## src/rtl/latentred_ingress_pkg.sv

```systemverilog
// rtl/latentred_ingress_pkg.sv - URAM word and frame descriptor types shared by ingress write and read sides
package latentred_ingress_pkg;

  localparam int NUM_PORTS_MAX    = 32;
  localparam int URAM_WORD_ADDR_W = 12;
  localparam int FRAME_LEN_W      = 11;
  localparam int PORT_W           = 5;

  typedef struct packed {
    logic [3:0]  rsvd;
    logic [3:0]  bytecount;
    logic [63:0] data;
  } uram_word_t;

  typedef struct packed {
    logic [URAM_WORD_ADDR_W-1:0] addr;
    logic [FRAME_LEN_W-1:0]      len;
  } ingress_desc_t;

  typedef enum logic [1:0] {
    ST_IDLE,
    ST_ISSUE,
    ST_RETIRE
  } rd_state_e;

  // Byte count 1..8 to LSB-first keep mask.
  function automatic logic [7:0] bytecount_to_keep(input logic [3:0] cnt);
    logic [8:0] ones;
    ones = (9'd1 << cnt) - 9'd1;
    return ones[7:0];
  endfunction

endpackage

```

## src/rtl/ingress_rr_arbiter.sv

```systemverilog
// rtl/ingress_rr_arbiter.sv - combinational round-robin grant: first request at or after the pointer
module ingress_rr_arbiter #(
  parameter int NUM_PORTS = 24
) (
  input  logic [NUM_PORTS-1:0] req_i,
  input  logic [4:0]           ptr_i,
  output logic [NUM_PORTS-1:0] grant_o,
  output logic [4:0]           grant_idx_o,
  output logic                 grant_valid_o
);

  int         idx;
  logic [4:0] cand;

  always_comb begin
    grant_o       = '0;
    grant_idx_o   = '0;
    grant_valid_o = 1'b0;
    idx           = 0;
    cand          = '0;
    for (int i = 0; i < NUM_PORTS; i++) begin
      idx = int'(ptr_i) + i;
      if (idx >= NUM_PORTS) idx = idx - NUM_PORTS;
      cand = 5'(idx);
      if (!grant_valid_o && req_i[cand]) begin
        grant_valid_o = 1'b1;
        grant_idx_o   = cand;
        grant_o[cand] = 1'b1;
      end
    end
  end

endmodule

```

## src/rtl/ingress_bank_reader.sv

```systemverilog
// rtl/ingress_bank_reader.sv - drains queued frames from the cascaded URAM read chain to a 64-bit stream
// Defining INGRESS_READER_STATS_EN adds stat_frames/stat_stall saturating counters.
module ingress_bank_reader #(
  parameter int NUM_PORTS    = 24,
  parameter int READ_LATENCY = 8,
  parameter int SKID_DEPTH   = 16
) (
  input  logic                    clk_fabric,
  input  logic                    rst_fabric,
  input  logic [NUM_PORTS-1:0]    desc_valid,
  output logic [NUM_PORTS-1:0]    desc_ready,
  input  logic [NUM_PORTS*12-1:0] desc_addr,
  input  logic [NUM_PORTS*11-1:0] desc_len,
  output logic                    rd_en,
  output logic [16:0]             rd_addr,
  input  logic [71:0]             rd_data,
  input  logic                    rd_valid,
  output logic                    free_valid,
  output logic [4:0]              free_port,
  output logic [10:0]             free_words,
  output logic                    m_tvalid,
  input  logic                    m_tready,
  output logic [63:0]             m_tdata,
  output logic [7:0]              m_tkeep,
  output logic                    m_tlast,
  output logic [4:0]              m_tid
`ifdef INGRESS_READER_STATS_EN
  ,
  output logic [NUM_PORTS*32-1:0] stat_frames,
  output logic [31:0]             stat_stall
`endif
);

  import latentred_ingress_pkg::*;

  localparam int CRED_W = $clog2(SKID_DEPTH + 1);
  localparam int PTR_W  = $clog2(SKID_DEPTH);

  rd_state_e         state_q, state_d;
  logic [4:0]        rr_q, rr_d;
  logic [4:0]        port_q, port_d;
  ingress_desc_t     cur_q, cur_d;
  logic [10:0]       rem_q, rem_d;
  logic [CRED_W-1:0] credits_q, credits_d;
  logic              issue_last;

  logic [NUM_PORTS-1:0] grant;
  logic [4:0]           grant_idx;
  logic                 grant_valid;

  ingress_rr_arbiter #(.NUM_PORTS(NUM_PORTS)) u_arb (
    .req_i         (desc_valid),
    .ptr_i         (rr_q),
    .grant_o       (grant),
    .grant_idx_o   (grant_idx),
    .grant_valid_o (grant_valid)
  );

  always_comb begin
    state_d    = state_q;
    rr_d       = rr_q;
    port_d     = port_q;
    cur_d      = cur_q;
    rem_d      = rem_q;
    desc_ready = '0;
    rd_en      = 1'b0;
    free_valid = 1'b0;
    issue_last = 1'b0;
    case (state_q)
      ST_IDLE: begin
        if (grant_valid && !rst_fabric) begin
          desc_ready = grant;
          port_d     = grant_idx;
          cur_d.addr = desc_addr[grant_idx*12 +: 12];
          cur_d.len  = desc_len[grant_idx*11 +: 11];
          rem_d      = desc_len[grant_idx*11 +: 11];
          state_d    = ST_ISSUE;
        end
      end
      ST_ISSUE: begin
        // Credits are the only stall: each outstanding read owns a skid slot.
        if (credits_q != '0) begin
          rd_en      = 1'b1;
          cur_d.addr = cur_q.addr + 12'd1;
          rem_d      = rem_q - 11'd1;
          if (rem_q <= 11'd1) begin
            issue_last = 1'b1;
            state_d    = ST_RETIRE;
          end
        end
      end
      ST_RETIRE: begin
        free_valid = 1'b1;
        rr_d       = (port_q == 5'(NUM_PORTS - 1)) ? 5'd0 : port_q + 5'd1;
        state_d    = ST_IDLE;
      end
      default: state_d = ST_IDLE;
    endcase
  end

  assign rd_addr    = {port_q, cur_q.addr};
  assign free_port  = free_valid ? port_q : 5'd0;
  assign free_words = free_valid ? cur_q.len : 11'd0;

  logic pop, push;
  assign pop       = m_tvalid && m_tready;
  assign credits_d = credits_q + CRED_W'(pop) - CRED_W'(rd_en);

  always_ff @(posedge clk_fabric) begin
    if (rst_fabric) begin
      state_q   <= ST_IDLE;
      rr_q      <= '0;
      port_q    <= '0;
      cur_q     <= '0;
      rem_q     <= '0;
      credits_q <= CRED_W'(SKID_DEPTH);
    end else begin
      state_q   <= state_d;
      rr_q      <= rr_d;
      port_q    <= port_d;
      cur_q     <= cur_d;
      rem_q     <= rem_d;
      credits_q <= credits_d;
    end
  end

  // Sideband travels with each read so returning words pick up {last, port}.
  logic [READ_LATENCY-1:0]      sb_v_q;
  logic [READ_LATENCY-1:0][5:0] sb_info_q;
  uram_word_t                   rd_word;
  logic [3:0]                   unused_rsvd;

  assign rd_word     = rd_data;
  assign unused_rsvd = rd_word.rsvd;
  assign push        = rd_valid && sb_v_q[READ_LATENCY-1];

  logic [77:0]       skid_mem_q [SKID_DEPTH];
  logic [PTR_W-1:0]  wr_ptr_q, rd_ptr_q;
  logic [CRED_W-1:0] count_q;

  function automatic logic [PTR_W-1:0] ptr_inc(input logic [PTR_W-1:0] p);
    return (p == PTR_W'(SKID_DEPTH - 1)) ? '0 : p + PTR_W'(1);
  endfunction

  always_ff @(posedge clk_fabric) begin
    if (rst_fabric) begin
      sb_v_q   <= '0;
      wr_ptr_q <= '0;
      rd_ptr_q <= '0;
      count_q  <= '0;
    end else begin
      sb_v_q <= {sb_v_q[READ_LATENCY-2:0], rd_en};
      if (push) wr_ptr_q <= ptr_inc(wr_ptr_q);
      if (pop)  rd_ptr_q <= ptr_inc(rd_ptr_q);
      count_q <= count_q + CRED_W'(push) - CRED_W'(pop);
    end
  end

  always_ff @(posedge clk_fabric) begin
    sb_info_q <= {sb_info_q[READ_LATENCY-2:0], {issue_last, port_q}};
    if (push) begin
      skid_mem_q[wr_ptr_q] <= {sb_info_q[READ_LATENCY-1],
                               bytecount_to_keep(rd_word.bytecount), rd_word.data};
    end
  end

  assign m_tvalid = (count_q != '0);
  assign {m_tlast, m_tid, m_tkeep, m_tdata} = m_tvalid ? skid_mem_q[rd_ptr_q] : 78'd0;

`ifdef INGRESS_READER_STATS_EN
  logic [31:0] frames_q [NUM_PORTS];
  logic [31:0] stall_q;

  always_ff @(posedge clk_fabric) begin
    if (rst_fabric) begin
      for (int p = 0; p < NUM_PORTS; p++) frames_q[p] <= '0;
      stall_q <= '0;
    end else begin
      if (pop && m_tlast && frames_q[m_tid] != '1) frames_q[m_tid] <= frames_q[m_tid] + 32'd1;
      if (state_q == ST_ISSUE && credits_q == '0 && stall_q != '1) stall_q <= stall_q + 32'd1;
    end
  end

  for (genvar g = 0; g < NUM_PORTS; g++) begin : g_stat
    assign stat_frames[g*32 +: 32] = frames_q[g];
  end
  assign stat_stall = stall_q;
`else
  // Statistics counters not built.
`endif

endmodule

```

## config.mk

```make
export PLATFORM = sky130hd
export DESIGN_NAME = ingress_bank_reader
export DESIGN_NICKNAME = d
export VERILOG_FILES = /design/src/rtl/latentred_ingress_pkg.sv /design/src/rtl/ingress_rr_arbiter.sv /design/src/rtl/ingress_bank_reader.sv
export SDC_FILE = /design/constraint.sdc
export NUM_CORES = 2
export LEC_CHECK = 0
export BUFFER_PORTS_ARGS = -buffer_cell sky130_fd_sc_hd__buf_2
export CAP_MARGIN = 15
export CELL_PAD_IN_SITES_DETAIL_PLACEMENT = 1
export CELL_PAD_IN_SITES_GLOBAL_PLACEMENT = 2
export CORE_ASPECT_RATIO = 0.5
export CORE_MARGIN = 1
export CORE_UTILIZATION = 29
export DETAILED_ROUTE_END_ITERATION = 10
export PLACE_DENSITY = 0.61
export SLEW_MARGIN = 40
export SYNTH_ARGS = -nofsm -noshare
export SYNTH_HDL_FRONTEND = slang
export SYNTH_SLANG_ARGS = --single-unit
```

## constraint.sdc

```tcl
create_clock -name clk_fabric -period 14 [get_ports clk_fabric]
set_input_delay 1.4 -clock clk_fabric [delete_from_list [all_inputs] [get_ports clk_fabric]]
set_output_delay 1.4 -clock clk_fabric [all_outputs]
set_load 0.02 [all_outputs]
```

# ---- Word-level counts from Yosys, hierarchy flattened
# Memories as Yosys holds them, arrays and structs flattened. A register that Yosys moved wholly into a read port is not among the register bits.
# Cells that the tools add are included.
dict set report classes {
  addsub 57
  n_reduce_logical 82
  n_eq_ne 8
  mux 218
  shifts 3
  magnitude_cmp 73
  bitwise 23
  n_mul 2
}
# op count
set op_table {}
lappend op_table {{$mux 24} 26}
lappend op_table {{$or 24x24->24} 23}
lappend op_table {{$shiftx 288x10->12} 1}
lappend op_table {{$shiftx 264x10->11} 1}
lappend op_table {{$mux 5} 50}
lappend op_table {{$lt 5x6->1 const B} 24}
lappend op_table {{$ge 6x5->1 const B} 23}
lappend op_table {{$bmux 1 s5} 24}
lappend op_table {{$demux 1 s5} 24}
lappend op_table {{$ge 5x1->1 const B} 24}
lappend op_table {{$sub 5x4->5 const B} 23}
lappend op_table {{$mux 1} 78}
lappend op_table {{$mux 78} 1}
lappend op_table {{$logic_and 1x1->1} 50}
lappend op_table {{$add 5x4->6 const B} 8}
lappend op_table {{$add 5x5->6 const B} 8}
lappend op_table {{$mux 11} 3}
lappend op_table {{$add 5x3->6 const B} 4}
lappend op_table {{$logic_not 1->1} 24}
lappend op_table {{$pmux 12 s2} 1}
lappend op_table {{$mux 23} 1}
lappend op_table {{$pmux 11 s2} 1}
lappend op_table {{$mux 4} 4}
lappend op_table {{$add 12x1->12 const B} 1}
lappend op_table {{27 further kinds} 39}
dict set report totals {
  reg_bits 120
  ramBits 1248
  elab_cells 487
  memories 1
  out_inout_bits 138
}
# name depth word_bits read_ports rd_ports_with_merged_regs write_ports line
set memory_table {}
lappend memory_table {skid_mem_q 16 78 1 1 1 ingress_bank_reader.sv:137} ;# logic [77:0] skid_mem_q [SKID_DEPTH];

# ---- Longest topological paths before layout
dict set report logic_depth {
  depth_word 78
  depth_mapped 31
  ltp_nobuf 22
}

# ---- Hierarchy
# Synthesis repeated with hierarchy kept, for this count alone.
dict set report hier_totals {
  hier_cells 4060
  area_unflattened_um2 65793.1
}
# module area_per_inst_um2 seq_area_each_um2 cells_per_inst instances
set by_module_without_submodules {}
lappend by_module_without_submodules {ingress_bank_reader 56918.3 39958.3 2742 1}
lappend by_module_without_submodules {ingress_rr_arbiter 8874.8 0.0 1318 1}

# ---- Worst setup path after synthesis
# OpenSTA, ideal clock, no wires.
dict set report synth_path {
  path_type {register to output}
  start {register rr_q[2]}
  end {output desc_ready[18]}
  arrival_ns 6.592
  slack_ns 6.008
  stages_incl_launch_ff 29
  n_path_buf 8
  required_time_ns 12.600
  cell_sequence {dfxtp_1 > buf_4 > buf_1 > buf_2 > buf_1 > inv_1 > buf_1 > ha_1 > buf_2 > xor2_1 > inv_1 > ha_1 > and3b_1 > or3_1 > nor3_1 > a311oi_1 > o221a_2 > or3b_4 > nor3_4 > buf_4 > and3_1 > clkbuf_1 > nand3_1 > o31ai_1 > nor2_1 > a21oi_1 > o21bai_1 > a222oi_1 > a21oi_1}
}
dict set report synth_between {
  elab_chain_len 77
  word_cells_on_any_way 383
  cone_classes {add/sub: 47; order compare: 72; mux: 170; bitwise: 23; reduce/logical: 71}
}
# element line
set synth_rtl {}
lappend synth_rtl {{from (decl)} ingress_bank_reader.sv:40} ;# logic [4:0] rr_q, rr_d;
lappend synth_rtl {{from (signal assigned)} ingress_bank_reader.sv:119} ;# rr_q <= rr_d;
lappend synth_rtl {{branches (longest 75 deep; another with $add 5x1->6)} --}
lappend synth_rtl {{$mux 24 (*)} ingress_bank_reader.sv:71} ;# if (grant_valid && !rst_fabric) begin
lappend synth_rtl {{$mux 24 (*)} ingress_bank_reader.sv:69} ;# case (state_q)
lappend synth_rtl {{to (decl)} ingress_bank_reader.sv:11} ;# output logic [NUM_PORTS-1:0] desc_ready,
# Every way passes the cells marked *. The select of a mux whose other input is x is not followed.

# ---- Worst setup path after layout
dict set report layout_path {
  start {register rr_q[1]}
  end {output desc_ready[3]}
}
# The elaborated chain is that of the path after synthesis.

==> run metrics <==
run status complete, no violations; ys async rst share 0%; Sw Share 30.3%; Buffers on Ports 785; Final min period 10.62 ns; via count 42200; Arr. time, crit path between 9 and 10 ns; Tcrit/Tclk final 75.9%; Final GP Congestion 0.937; share of cells above drive strength 1 33.5%; Via density between 5 and 6; Worst Slack Setup Final 3.38 ns; max-slew violations 0; max-cap check violation count 0; Die H ~340 um; library cells used by synthesis 109; Seq cells post-synth 1372; Critical Path Start Type register; cells after synthesis 4169; RSZ-0062 raised after global routing false; chip width 675 um; measured slew at the worst slew-check pin 0.931 ns; CTS root buffer clkbuf_16; CP bufs+invs 4; Starting Density 29.2%; global-route wire length before repair between 300000 and 400000 um; multi-input logic area 24200 sq um; largest net degree at the start of global routing 135; Seq pwr share 41.0%; NetSw roughly 3.4 mW; H-tree levels 4; Max IR drop VDD 105 uV; top_reg_cell synth edfxtp_1; crit-path max FO 35; Cells after DPL about 8000; antenna violations before repair 37; Clock Skew 0.0729 ns; sequential share of the synthesized area 60.8%; core area roughly 220000 sq um; Global Route Usage Sum around a fifth; P_leak 26.5 nW; Post-Syn Area 65700 sq um; Commonest cells post-synth edfxtp_1, mux4_2, mux2i_1; TNS Setup 0 ns; Overflow after GRT 0; Most common cell on crit path a21oi_1; Post-DP HPWL 155000 um; Rel. slew slack 37.6%; clk slew on worst S/H paths 0.09 ns; Clock Latency Late Sink 0.80 ns; vias in the first global route 44800; post-route ant nets 0; count leader, synth edfxtp_1; final setup fails 0; Post-CTS Setup Repair Bufs 0; pwr/cell area 146 nW/um^2; Post-synth EDFFs 1248; largest area contributor in the netlist edfxtp_1; row count ~120; Req. time, crit path 12.60 ns; fmax 94.1 MHz; cells along the critical path buf_4 -> ha_2 -> xnor2_1 -> inv_1 -> ha_1 -> nor2b_1 -> o21ba_2 -> a21oi_1 -> and3b_1 -> a211oi_2 -> nand2_1 -> nor2_1 -> buf_4 -> and3_1 -> nand3_1 -> o21ai_0 -> nor2_1 -> a31oi_1 -> a21oi_1 -> a21oi_1 -> buf_2; CTS tree yes; Syn. warnings 0; # fillers 23400; post-synth top area share a little under three fifths; DRT Pass-1 Iters 5; CP Capture Type primary output; DRT iter0 DRCs 3127; Layout area overhead 18.2%; routed len/inst just under 30 um; syn avg cell area between 15 and 20 sq um; Final Non-Filler Cells 8018; CP max stage delay 0.70 ns; post-CTS sizing 0; Clk pwr share 32.4%; Combinational Power Share between 20% and 30%; IO Pins 790; register area 40000 sq um; Worst path top cell family by delay compound AO/OA/AOI/OAI gates; CP Class register to primary output; final hold vios 0; final wirelength 232000 um; total power 11.3 mW; die area between 200000 and 250000 sq um; dpl ws 4.44 ns; Internal 7.91 mW; Net Count, Synth 4872; Clock Path Buffers 4; Post-layout nets roughly 5600; cts bufs inserted approximately 140; final cell utilization of the core between 30 and 40%; hold buffer count at cts 0; worst hold path type register to register; most area-consuming cells after synthesis edfxtp_1, mux4_2, mux2i_1; # DRC 0; Sink Count around 1400; critical path's slowest cell a31oi_1
-- path summary, 6_finish.rpt --
kind | from | endpoint | slack [ns] | cells after the start
hold reg to reg | sb_info_q[31]$_DFF_P_ | sb_info_q[37]$_DFF_P_ | 0.28 | 0
setup / recovery | rr_q[1]$_SDFFE_PP0P_ | desc_ready[3] | 3.38 | 21
setup reg to reg | rr_q[1]$_SDFFE_PP0P_ | rd_addr[3]$_SDFFE_PP0P_ | 4.83 | 24
hold / removal | sb_info_q[31]$_DFF_P_ | sb_info_q[37]$_DFF_P_ | 0.28 | 0
-- final cells by class --
type / count / share of cell area, %
antenna: 4 / 0.0129
clock buffer: 187 / 4.99
clock inverter: 54 / 0.617
inverter: 62 / 0.300
multi-input combinational: 2449 / 31.2
sequential: 1372 / 51.5
tap: 3000 / 4.83
timing repair buffer: 890 / 6.58
-- flip-flops by register name, summed over array words and instances (netlist names), named ones only --
name / cells
count_q: 5
credits_q: 5
cur_q: 11
port_q: 5
rd_addr: 12
rd_ptr_q: 4
rem_q: 11
rr_q: 5
sb_info_q: 48
sb_v_q: 8
skid_mem_q: 1248
state_q: 2
wr_ptr_q: 4
-- placed cells by master (no fill, tap or decap), types with 14 or more instances in the layout --
cell and count:
edfxtp_1 1248, buf_2 784, mux4_2 420, mux2i_1 397
nor2_1 207, nand2_1 190, a21oi_1 161, clkbuf_16 145
dfxtp_1 116, and2_1 106, o21ai_0 100, mux2_2 84
buf_4 67, inv_1 57, nor3_1 51, nand3_1 46
ha_1 45, a22oi_1 37, clkbuf_1 33, clkinv_1 30
xnor2_1 29, o211ai_1 28, a31oi_1 28, nand2b_1 27
nor2b_1 24, a211oi_1 24, a211o_1 23, or3_1 21
buf_12 21, a222oi_1 20, o22ai_1 18, a21o_1 16
a221oi_1 15, a221o_1 14, clkinv_2 14, buf_6 14
-- cell families (layout without fill, tap and decap cells) --
logic type	count (synthesis)	after routing	share of synthesized area, %
AO/OA/AOI/OAI	638	638	6.73
other	0	4	0
AND/OR/NAND/NOR	810	810	6.32
adder cells (fa/ha/maj)	52	52	1.01
XOR/XNOR	47	47	0.655
multiplexers	902	902	21.9
buffers and inverters	348	1193	2.58
flip-flops	1372	1372	60.8
-- through the flow --
step	area [sq um]	hold WS (ns)
after global routing	77700	0.291
after floorplan	65700	0.310
after CTS	77600	0.285
after detailed placement	73200	0.313
after global placement	72700	0.310
final	77700	0.281
-- power by group through the flow --
stage	sequential [mW]	combinational [mW]	clock, mW
finish	4.65	3.02	3.68
global route	4.66	3.24	3.94
CTS	4.65	3.08	3.80
detailed placement	4.74	3.07	0
global placement	4.74	3.02	0
floorplan	4.68	2.05	0
-- per-layer routing --
| metal | vias up | part of all wire (%) | GRT usage, % |
|---|---|---|---|
| li1 | 18300 | - | - |
| met1 | 22600 | 45 | 27.4 |
| met2 | 1143 | 49 | 33.3 |
| met3 | 248 | 4.4 | 2.57 |
| met4 | 8 | 2.0 | 4.09 |
| met5 | - | 0.020 | 0 |
Note: power is estimated with default switching activity, not from simulation.
